--- src/rtl/rs_pkg.sv ---
// RS(255,239) syndrome front end: shared field constants, state type
// and the constant-multiply helper used by every syndrome lane.
package rs_pkg;

    localparam int W     = 8;
    localparam int T     = 8;
    localparam int NSYN  = 2 * T;
    localparam int N_MAX = 255;

    localparam logic [W:0] FIELD_POLY = 9'h11D;

    localparam logic [W-1:0] ALPHA_POW [0:NSYN-1] = '{
        8'h01, 8'h02, 8'h04, 8'h08,
        8'h10, 8'h20, 8'h40, 8'h80,
        8'h1D, 8'h3A, 8'h74, 8'hE8,
        8'hCD, 8'h87, 8'h13, 8'h26
    };

    typedef enum logic [1:0] {
        IDLE,
        ACCUM,
        SHIFT
    } state_t;

    // shift-and-add multiply of a by constant k, reduced by FIELD_POLY
    function automatic logic [W-1:0] gf_mul_const(
        input logic [W-1:0] a,
        input logic [W-1:0] k
    );
        logic [W-1:0] acc;
        logic [W-1:0] x;
        acc = '0;
        x   = a;
        for (int i = 0; i < W; i++) begin
            if (k[i]) acc = acc ^ x;
            if (x[W-1]) x = (x << 1) ^ FIELD_POLY[W-1:0];
            else        x = x << 1;
        end
        return acc;
    endfunction

endpackage

--- src/rtl/gf_const_mult.sv ---
// Combinational GF(2^8) multiply by the constant K, one per syndrome lane.
// Pure logic: the constant folds the function down to an XOR network.
module gf_const_mult
    import rs_pkg::*;
#(
    parameter logic [W-1:0] K = 8'h01
) (
    input  logic [W-1:0] i_a,
    output logic [W-1:0] o_p
);

    assign o_p = gf_mul_const(i_a, K);

endmodule

--- src/rtl/rs_syndrome.sv ---
// Byte-serial syndrome evaluator S_j = r(alpha^j), j=0..2T-1, for RS(255,239).
// Optional RS_ERR_COUNT_EN adds a saturating err_count of failing codewords.
module rs_syndrome
    import rs_pkg::*;
(
    input  logic         clk,
    input  logic         reset,
    input  logic [W-1:0] in_bits,
    input  logic         in_valid,
    input  logic         in_last,
    output logic         in_ready,
    output logic [W-1:0] syn_bits,
    output logic         syn_valid,
    output logic         syn_last,
    output logic         err_detected,
    output logic         len_err
`ifdef RS_ERR_COUNT_EN
    ,
    output logic [15:0]  err_count
`endif
);

    state_t       r_state;
    logic [W-1:0] r_syn [NSYN];
    logic [8:0]   r_count;
    logic [3:0]   r_k;
    logic         r_err;
    logic         r_len;

    logic [W-1:0] w_base [NSYN];
    logic [W-1:0] w_mul  [NSYN];
    logic [W-1:0] w_next [NSYN];
    logic         w_xfer;
    logic [8:0]   w_cnt1;
    logic         w_full;
    logic         w_end;
    logic         w_short;
    logic         w_last_k;
    logic         w_any;

    assign w_xfer   = in_valid & in_ready;
    assign w_cnt1   = r_count + 9'd1;
    assign w_full   = (w_cnt1 == 9'(N_MAX));
    assign w_end    = in_last | w_full;
    assign w_short  = (w_cnt1 < 9'(NSYN + 1));
    assign w_last_k = (r_k == 4'(NSYN - 1));

    // Horner step per lane; IDLE starts every lane from zero
    for (genvar j = 0; j < NSYN; j++) begin : g_lane
        assign w_base[j] = (r_state == IDLE) ? '0 : r_syn[j];
        gf_const_mult #(.K(ALPHA_POW[j])) u_mul (
            .i_a (w_base[j]),
            .o_p (w_mul[j])
        );
        assign w_next[j] = w_mul[j] ^ in_bits;
    end

    // any lane nonzero after the final symbol is folded in
    always_comb begin
        w_any = 1'b0;
        for (int j = 0; j < NSYN; j++) begin
            w_any = w_any | (|w_next[j]);
        end
    end

    // accumulate, then shift S_0..S_15 out; shifting in zeros clears S
    always_ff @(posedge clk or negedge reset) begin
        if (!reset) begin
            r_state <= IDLE;
            r_count <= '0;
            r_k     <= '0;
            r_err   <= 1'b0;
            r_len   <= 1'b0;
            for (int j = 0; j < NSYN; j++) r_syn[j] <= '0;
        end else begin
            case (r_state)
                IDLE, ACCUM: begin
                    if (w_xfer) begin
                        for (int j = 0; j < NSYN; j++) r_syn[j] <= w_next[j];
                        if (w_end) begin
                            r_state <= SHIFT;
                            r_count <= '0;
                            r_k     <= '0;
                            r_err   <= w_any;
                            r_len   <= w_short | (w_full & ~in_last);
                        end else begin
                            r_state <= ACCUM;
                            r_count <= w_cnt1;
                        end
                    end
                end
                SHIFT: begin
                    for (int j = 0; j < NSYN - 1; j++) r_syn[j] <= r_syn[j+1];
                    r_syn[NSYN-1] <= '0;
                    r_k <= r_k + 4'd1;
                    if (w_last_k) begin
                        r_state <= IDLE;
                        r_k     <= '0;
                        r_err   <= 1'b0;
                        r_len   <= 1'b0;
                    end
                end
                default: r_state <= IDLE;
            endcase
        end
    end

    assign in_ready     = (r_state != SHIFT);
    assign syn_valid    = (r_state == SHIFT);
    assign syn_bits     = syn_valid ? r_syn[0] : '0;
    assign syn_last     = syn_valid & w_last_k;
    assign err_detected = syn_valid & r_err;
    assign len_err      = syn_valid & r_len;

`ifdef RS_ERR_COUNT_EN
    // count codewords that left with a nonzero syndrome, saturating
    always_ff @(posedge clk or negedge reset) begin
        if (!reset) begin
            err_count <= '0;
        end else if (syn_last && r_err && err_count != 16'hFFFF) begin
            err_count <= err_count + 16'd1;
        end
    end
`endif

endmodule

--- config.mk ---
export PLATFORM = sky130hd
export DESIGN_NAME = rs_syndrome
export DESIGN_NICKNAME = d
export VERILOG_FILES = /design/src/rtl/rs_pkg.sv /design/src/rtl/gf_const_mult.sv /design/src/rtl/rs_syndrome.sv
export SDC_FILE = /design/constraint.sdc
export NUM_CORES = 1
export LEC_CHECK = 0
export CAP_MARGIN = 10
export CORE_UTILIZATION = 50
export CTS_CLUSTER_DIAMETER = 40
export DETAILED_ROUTE_END_ITERATION = 7
export MAX_ROUTING_LAYER = met4
export PLACE_DENSITY = 0.66
export SLEW_MARGIN = 10
export SYNTH_ARGS = -nofsm -noshare
export SYNTH_HDL_FRONTEND = slang
export SYNTH_SLANG_ARGS = --single-unit
--- constraint.sdc ---
create_clock -name clk -period 3.1 [get_ports clk]
set_input_delay 0.31 -clock clk [delete_from_list [all_inputs] [get_ports clk]]
set_output_delay 0.31 -clock clk [all_outputs]
set_load 0.02 [all_outputs]
==> impl_metrics.py, run 1 <==
metrics = {
    "global_routing": {
        "grt_pass1_wl_mm": 54.27,
        "overflow": 0,
        "grt_util_all_layers_pct": 33.14,
        "grt_max_degree": 75,
        "antenna_found_initial": 0,
        "grt_pass1_vias": 9227,
    },
    "sta": {
        "skew_ns": 0.005437,
        "tns_ns": 0,
        "fin_crit_sh_pct": 94.64,
        "rsz0062_at_grt": "false",
        "fin_ws_ns": 0.1661,
        "finalSetupViolCount": 0,
        "max_clock_freq_ghz": 0.3408,
        "tightest_slew_ns": 0.8133,
        "holdWs_ns": 0.4739,
        "relSlewSlack_pct": 45.78,
        "drv_slew": 0,
        "fin_crit_ns": 2.934,
        "hold_viol": 0,
    },
    "drt": {
        "wl_met1_mm": 14.95,
        "drt_iter0_drc": 1089,
        "wl_met3_mm": 2.962,
        "top_layer_used": "met4",
        "met2WireLength_mm": 15.61,
        "postRouteAntennaNets": 0,
        "drc": 0,
        "post_drt_wl_per_cell_um": 22.41,
        "wl_mm": 34.92,
        "viasPerCell": 6.301,
        "firstDrtPassIters": 5,
        "vias": 9817,
    },
    "clock_tree": {
        "insertion_delay_ns": 0.43,
        "cts_buffer_depth": 2,
        "clk_pin_slew_worst_paths_ns": 0.06,
        "cts_setup_buffers": 0,
        "cts-root-buf": "clkbuf_16",
        "htreeDepth": 4,
        "cts_num_sinks": 145,
        "cts_tree": "built",
        "numCtsBuffers": 17,
    },
    "run": {
        "max_cap_violations": 0,
    },
    "placement": {
        "place_ws_ns": 0.09229,
        "post-place-cells": 1526,
        "io_buffer_count": 24,
        "gp_congestion": 0.9357,
        "dpl.hpwl_mm": 24.03,
    },
    "worst_setup_path": {
        "reg2reg_depth": 8,
        "ff2ff_setup_slack_ns": 0.17,
        "critPathMaxFanout": 5,
        "reg2reg_to": "r_err",
        "reg2reg_from": "r_syn[70]",
        "start_kind": "flop",
        "cp.required_ns": 3.41,
        "critPathArrivalTime_ns": 3.24,
        "path_class": "reg2reg",
        "setup.worst_path.end_class": "flop",
    },
    "floorplanning": {
        "start_util_pct": 51.67,
        "die_y_um": 150.5,
        "io_pins": 25,
        "fp.dieArea_um2": 22660,
        "die_x_um": 150.5,
        "rows": 53,
        "core_um2": 21350,
    },
    "synthesis": {
        "synth_edf_count": 0,
        "ys_types": 62,
        "ys_ff_latch": 145,
        "synthesis.nets": 1311,
        "avgSynthCellArea_um2": 8.513,
        "yosysWarnings": 0,
        "netlist_area_um2": 11030,
        "ys_seq_area_share_pct": 32.89,
        "synthCells": 1296,
        "synthFlopType": "dfrtp_1",
        "async_reset_ff_share_pct": 100.0,
    },
    "finish": {
        "final_common_cell": "xnor2_1",
        "fin_cells": 1558,
        "fin_nets": 1286,
        "areaGrowthSynthToFinish_pct": 10.91,
        "drive_gt1_share_pct": 8.418,
        "antenna_cells": 0,
        "layout_common_cells": "226 x xnor2_1, 145 x dfrtp_1, 137 x o21ai_0, 113 x a22oi_1, 109 x nor2_1",
    },
    "status": {
        "status": "finished clean",
    },
    "worst_hold_path": {
        "hold_class": "in2async",
    },
}
-- Yosys cell counts (5+ instances only) --
| cell | instances | area (um2) |
|---|---|---|
| dfrtp_1 | 145 | 3628 |
| nor3_1 | 13 | 65.06 |
| o21ai_0 | 137 | 685.7 |
| a31oi_1 | 8 | 50.05 |
| and2_1 | 17 | 106.4 |
| nor4bb_1 | 5 | 50.05 |
| a22oi_1 | 113 | 848.3 |
| clkbuf_1 | 93 | 349.1 |
| nand2_1 | 104 | 390.4 |
| xor2_1 | 79 | 691.9 |
| mux2i_1 | 13 | 130.1 |
| buf_2 | 10 | 50.05 |
| nand2b_1 | 5 | 31.28 |
| nand4_1 | 18 | 112.6 |
| a21oi_1 | 40 | 200.2 |
| buf_1 | 21 | 78.83 |
| a221o_1 | 8 | 80.08 |
| o32ai_1 | 6 | 52.55 |
| o31ai_1 | 7 | 52.55 |
| or3_1 | 5 | 31.28 |
| xnor3_1 | 8 | 180.2 |
| nand3_1 | 20 | 100.1 |
| xnor2_1 | 226 | 1979 |
| nor4_1 | 5 | 31.28 |
| or4_1 | 5 | 37.54 |
| inv_1 | 7 | 26.28 |
| nor2_1 | 110 | 412.9 |
| and3_1 | 5 | 31.28 |
-- how the worst max path moves through the flow --
stage | from | endpoint | slack (ns) | cells after the start
after detailed placement | in_bits[7] | r_err | 0.09 | 9
after floorplan | r_syn[70] | r_err | 0.63 | 9
final | r_syn[70] | r_err | 0.17 | 8
after global routing | r_syn[70] | r_err | 0.03 | 8
after global placement | in_bits[5] | r_err | 0.15 | 9
after CTS | r_syn[71] | r_err | 0.19 | 8
-- metal layers --
metal | track usage, % | vias up
li1 | - | 4454
met1 | 44.53 | 4827
met2 | 47.47 | 446
met3 | 7.333 | 90
met4 | 14.85 | 0
met5 | - | -
-- flip-flops by register name (all words and copies together) (netlist names) --
| signal | cells |
|---|---|
| r_err | 1 |
| r_count | 9 |
| r_len | 1 |
| r_syn | 128 |
| r_k | 4 |
| r_state | 2 |
-- metrics by stage --
| step | utilization (%) | cell area [um2] |
|---|---|---|
| 6_report | 57.31 | 12240 |
| 5_1_grt | 57.31 | 12240 |
| 4_1_cts | 57.31 | 12240 |
| 3_5_place_dp | 54.70 | 11680 |
| 3_3_place_gp | 54.70 | 11680 |
| 2_1_floorplan | - | 11030 |
-- area by class of cell --
type	instances	area [um2]
multi-input combinational	1015	6890
tap	275	344.1
clock inverter	11	90.09
sequential	145	3628
timing repair buffer	82	787.0
fill	1901	9116
inverter	10	40.04
clock buffer	20	456.7
-- logic make-up (layout without fill, tap and decap cells) --
group           after synthesis  count (layout)  synth area share (%)
compound gates              349             349                 20.02
xor+xnor                    316             316                 26.42
fa+ha+maj                     3               3                0.3402
buf+inv                     136             123                 4.842
flops                       145             145                 32.89
mux                          15              15                 1.383
simple gates                332             332                 14.11
-- worst max-delay path, stage by stage, from the launching register on --
cell and delay, ns:
dfrtp_1 0.51, xor3_1 0.36, and2_1 0.24, a211oi_1 0.30, a21oi_1 0.13, a2111oi_0 0.60, nand4_1 0.22, nor4_1 0.32
a31oi_1 0.11
-- repair_timing --
item,in CTS,in global routing
endpoints found under the setup margin,0,0
hold buffers,1,0
hold endpoints to repair,65,0
resized for setup,0,0
Power of run 1 is not shown: default switching activity piles up to over one toggle a cycle in this logic, so the estimate is an artifact.
==> inputs of run 2 (changes only) <==
- MAX_ROUTING_LAYER: met4 -> not set
==> impl_metrics.py, run 2 (same netlist as run 1, synthesis figures left out) <==
metrics = {
    "worst_setup_path": {
        "path_class": "reg2out",
        "slowest_delay_ns": 0.62,
        "path_delay_family": "buffers and inverters",
        "critPathArrivalTime_ns": 2.69,
        "start_kind": "flop",
        "crit_path_top_delay_cell": "clkdlybuf4s50_1",
        "crit_chain": "buf_4, nand2b_1, inv_6, and2_1, clkdlybuf4s50_1",
        "cp.required_ns": 2.79,
        "setup.worst_path.end_class": "output port",
        "critPathMaxFanout": 26,
        "cp_num_buf_inv": 3,
    },
    "drt": {
        "post_drt_wl_per_cell_um": 22.43,
        "firstDrtPassIters": 5,
        "drt_iter0_drc": 1105,
        "vias": 9913,
        "wl_mm": 35.06,
        "drc": 0,
        "viasPerCell": 6.342,
        "postRouteAntennaNets": 0,
    },
    "clock_tree": {
        "numCtsBuffers": 17,
        "htreeDepth": 4,
        "cts_buffer_depth": 2,
        "clk_pin_slew_worst_paths_ns": 0.06,
        "insertion_delay_ns": 0.44,
        "cts-root-buf": "clkbuf_16",
        "cts_tree": "built",
        "cts_num_sinks": 145,
    },
    "floorplanning": {
        "die_x_um": 150.5,
        "rows": 53,
        "fp.dieArea_um2": 22660,
        "core_um2": 21350,
        "die_y_um": 150.5,
        "io_pins": 25,
        "start_util_pct": 51.67,
    },
    "sta": {
        "fin_crit_ns": 2.999,
        "hold_viol": 0,
        "rsz0062_at_grt": "false",
        "fin_crit_sh_pct": 96.76,
        "max_clock_freq_ghz": 0.3334,
        "drv_slew": 0,
        "finalSetupViolCount": 0,
        "relSlewSlack_pct": 43.17,
        "tightest_slew_ns": 0.8524,
        "skew_ns": 0.008205,
        "tns_ns": 0,
    },
    "global_routing": {
        "grt_max_degree": 92,
        "grt_pass1_wl_mm": 55.15,
        "antenna_found_initial": 0,
        "grt_util_all_layers_pct": 32.53,
        "overflow": 0,
        "grt_pass1_vias": 9426,
    },
    "finish": {
        "antenna_cells": 0,
        "layout_common_cells": "225 x xnor2_1, 145 x dfrtp_1, 137 x o21ai_0, 113 x a22oi_1, 109 x nor2_1",
        "largest-register": "r_syn",
        "top_regs": "r_syn: 128 flops, r_count: 9 flops, r_k: 4 flops",
        "drive_gt1_share_pct": 8.929,
        "areaGrowthSynthToFinish_pct": 12.04,
        "fin_nets": 1291,
        "final_common_cell": "xnor2_1",
        "largest_reg_flops": 128,
        "fillers": 1906,
        "final_core_util_pct": 57.89,
    },
    "run": {
        "max_cap_violations": 0,
    },
    "worst_hold_path": {
        "hold_class": "in2async",
    },
    "status": {
        "status": "finished clean",
    },
    "placement": {
        "io_buffer_count": 24,
        "gp_congestion": 0.9311,
        "dpl.hpwl_mm": 24.24,
    },
}
[run 2: changes by cell type in the layout (fill, tap and decap cells not counted), sizes merged]
| cell | previous run | this run |
|---|---|---|
| clkinv | 7 | 8 |
| bufinv | 1 | 2 |
| clkinvlp | 4 | 1 |
| clkbuf | 20 | 21 |
| buf | 59 | 64 |
[run 2: final cells by class]
cell class | count | area, um2 | area share, %
multi-input combinational | 1015 | 6904 | 55.85
inverter | 10 | 42.54 | 0.3441
clock buffer | 21 | 470.5 | 3.806
timing repair buffer | 87 | 862.1 | 6.974
clock inverter | 10 | 110.1 | 0.8907
sequential | 145 | 3628 | 29.35
tap | 275 | 344.1 | 2.783
[run 2: per-stage QoR]
| stage | hold WS [ns] | setup slack, ns | instance area [um2] | cells |
|---|---|---|---|---|
| floorplan | 0.01441 | 0.6259 | 11030 | 1296 |
| global placement | 0.4360 | 0.1739 | 11730 | 1528 |
| detailed placement | 0.4352 | 0.02886 | 11730 | 1528 |
| CTS | 0.5096 | 0.06472 | 12320 | 1560 |
| global route | 0.5288 | 0.02960 | 12360 | 1563 |
| finish | 0.4658 | 0.1005 | 12360 | 1563 |
[run 2: layer usage]
layer | share of wire [%] | GRT usage, %
met4 | 4.6 | 15.56
met5 | 0 | 0
met2 | 45 | 49.38
met1 | 43 | 44.95
met3 | 7.5 | 5.303
[run 2: path summary, 6_finish.rpt]
check	startpoint	end	slack, ns	depth (start not counted)
worst max-delay path	r_state[0]	err_detected	0.10	5
worst min-delay path	reset	r_syn[39]	0.47	2
worst max register to register	r_syn[78]	r_err	0.25	8
worst min register to register	r_len	r_len	0.51	2
max in group asynchronous	reset	r_syn[120]	1.80	3
min in group clk	r_len	r_len	0.51	2
[run 2: timing repair]
| item | 4_1_cts | 5_1_grt |
|---|---|---|
| gates resized for setup | 0 | 3 |
| hold buffers | 1 | 0 |
| endpoints found under the setup margin | 0 | 2 |
| hold endpoints to repair | 40 | 0 |
| buffers inserted | 0 | 3 |
Power of run 2 is left out for the same reason.
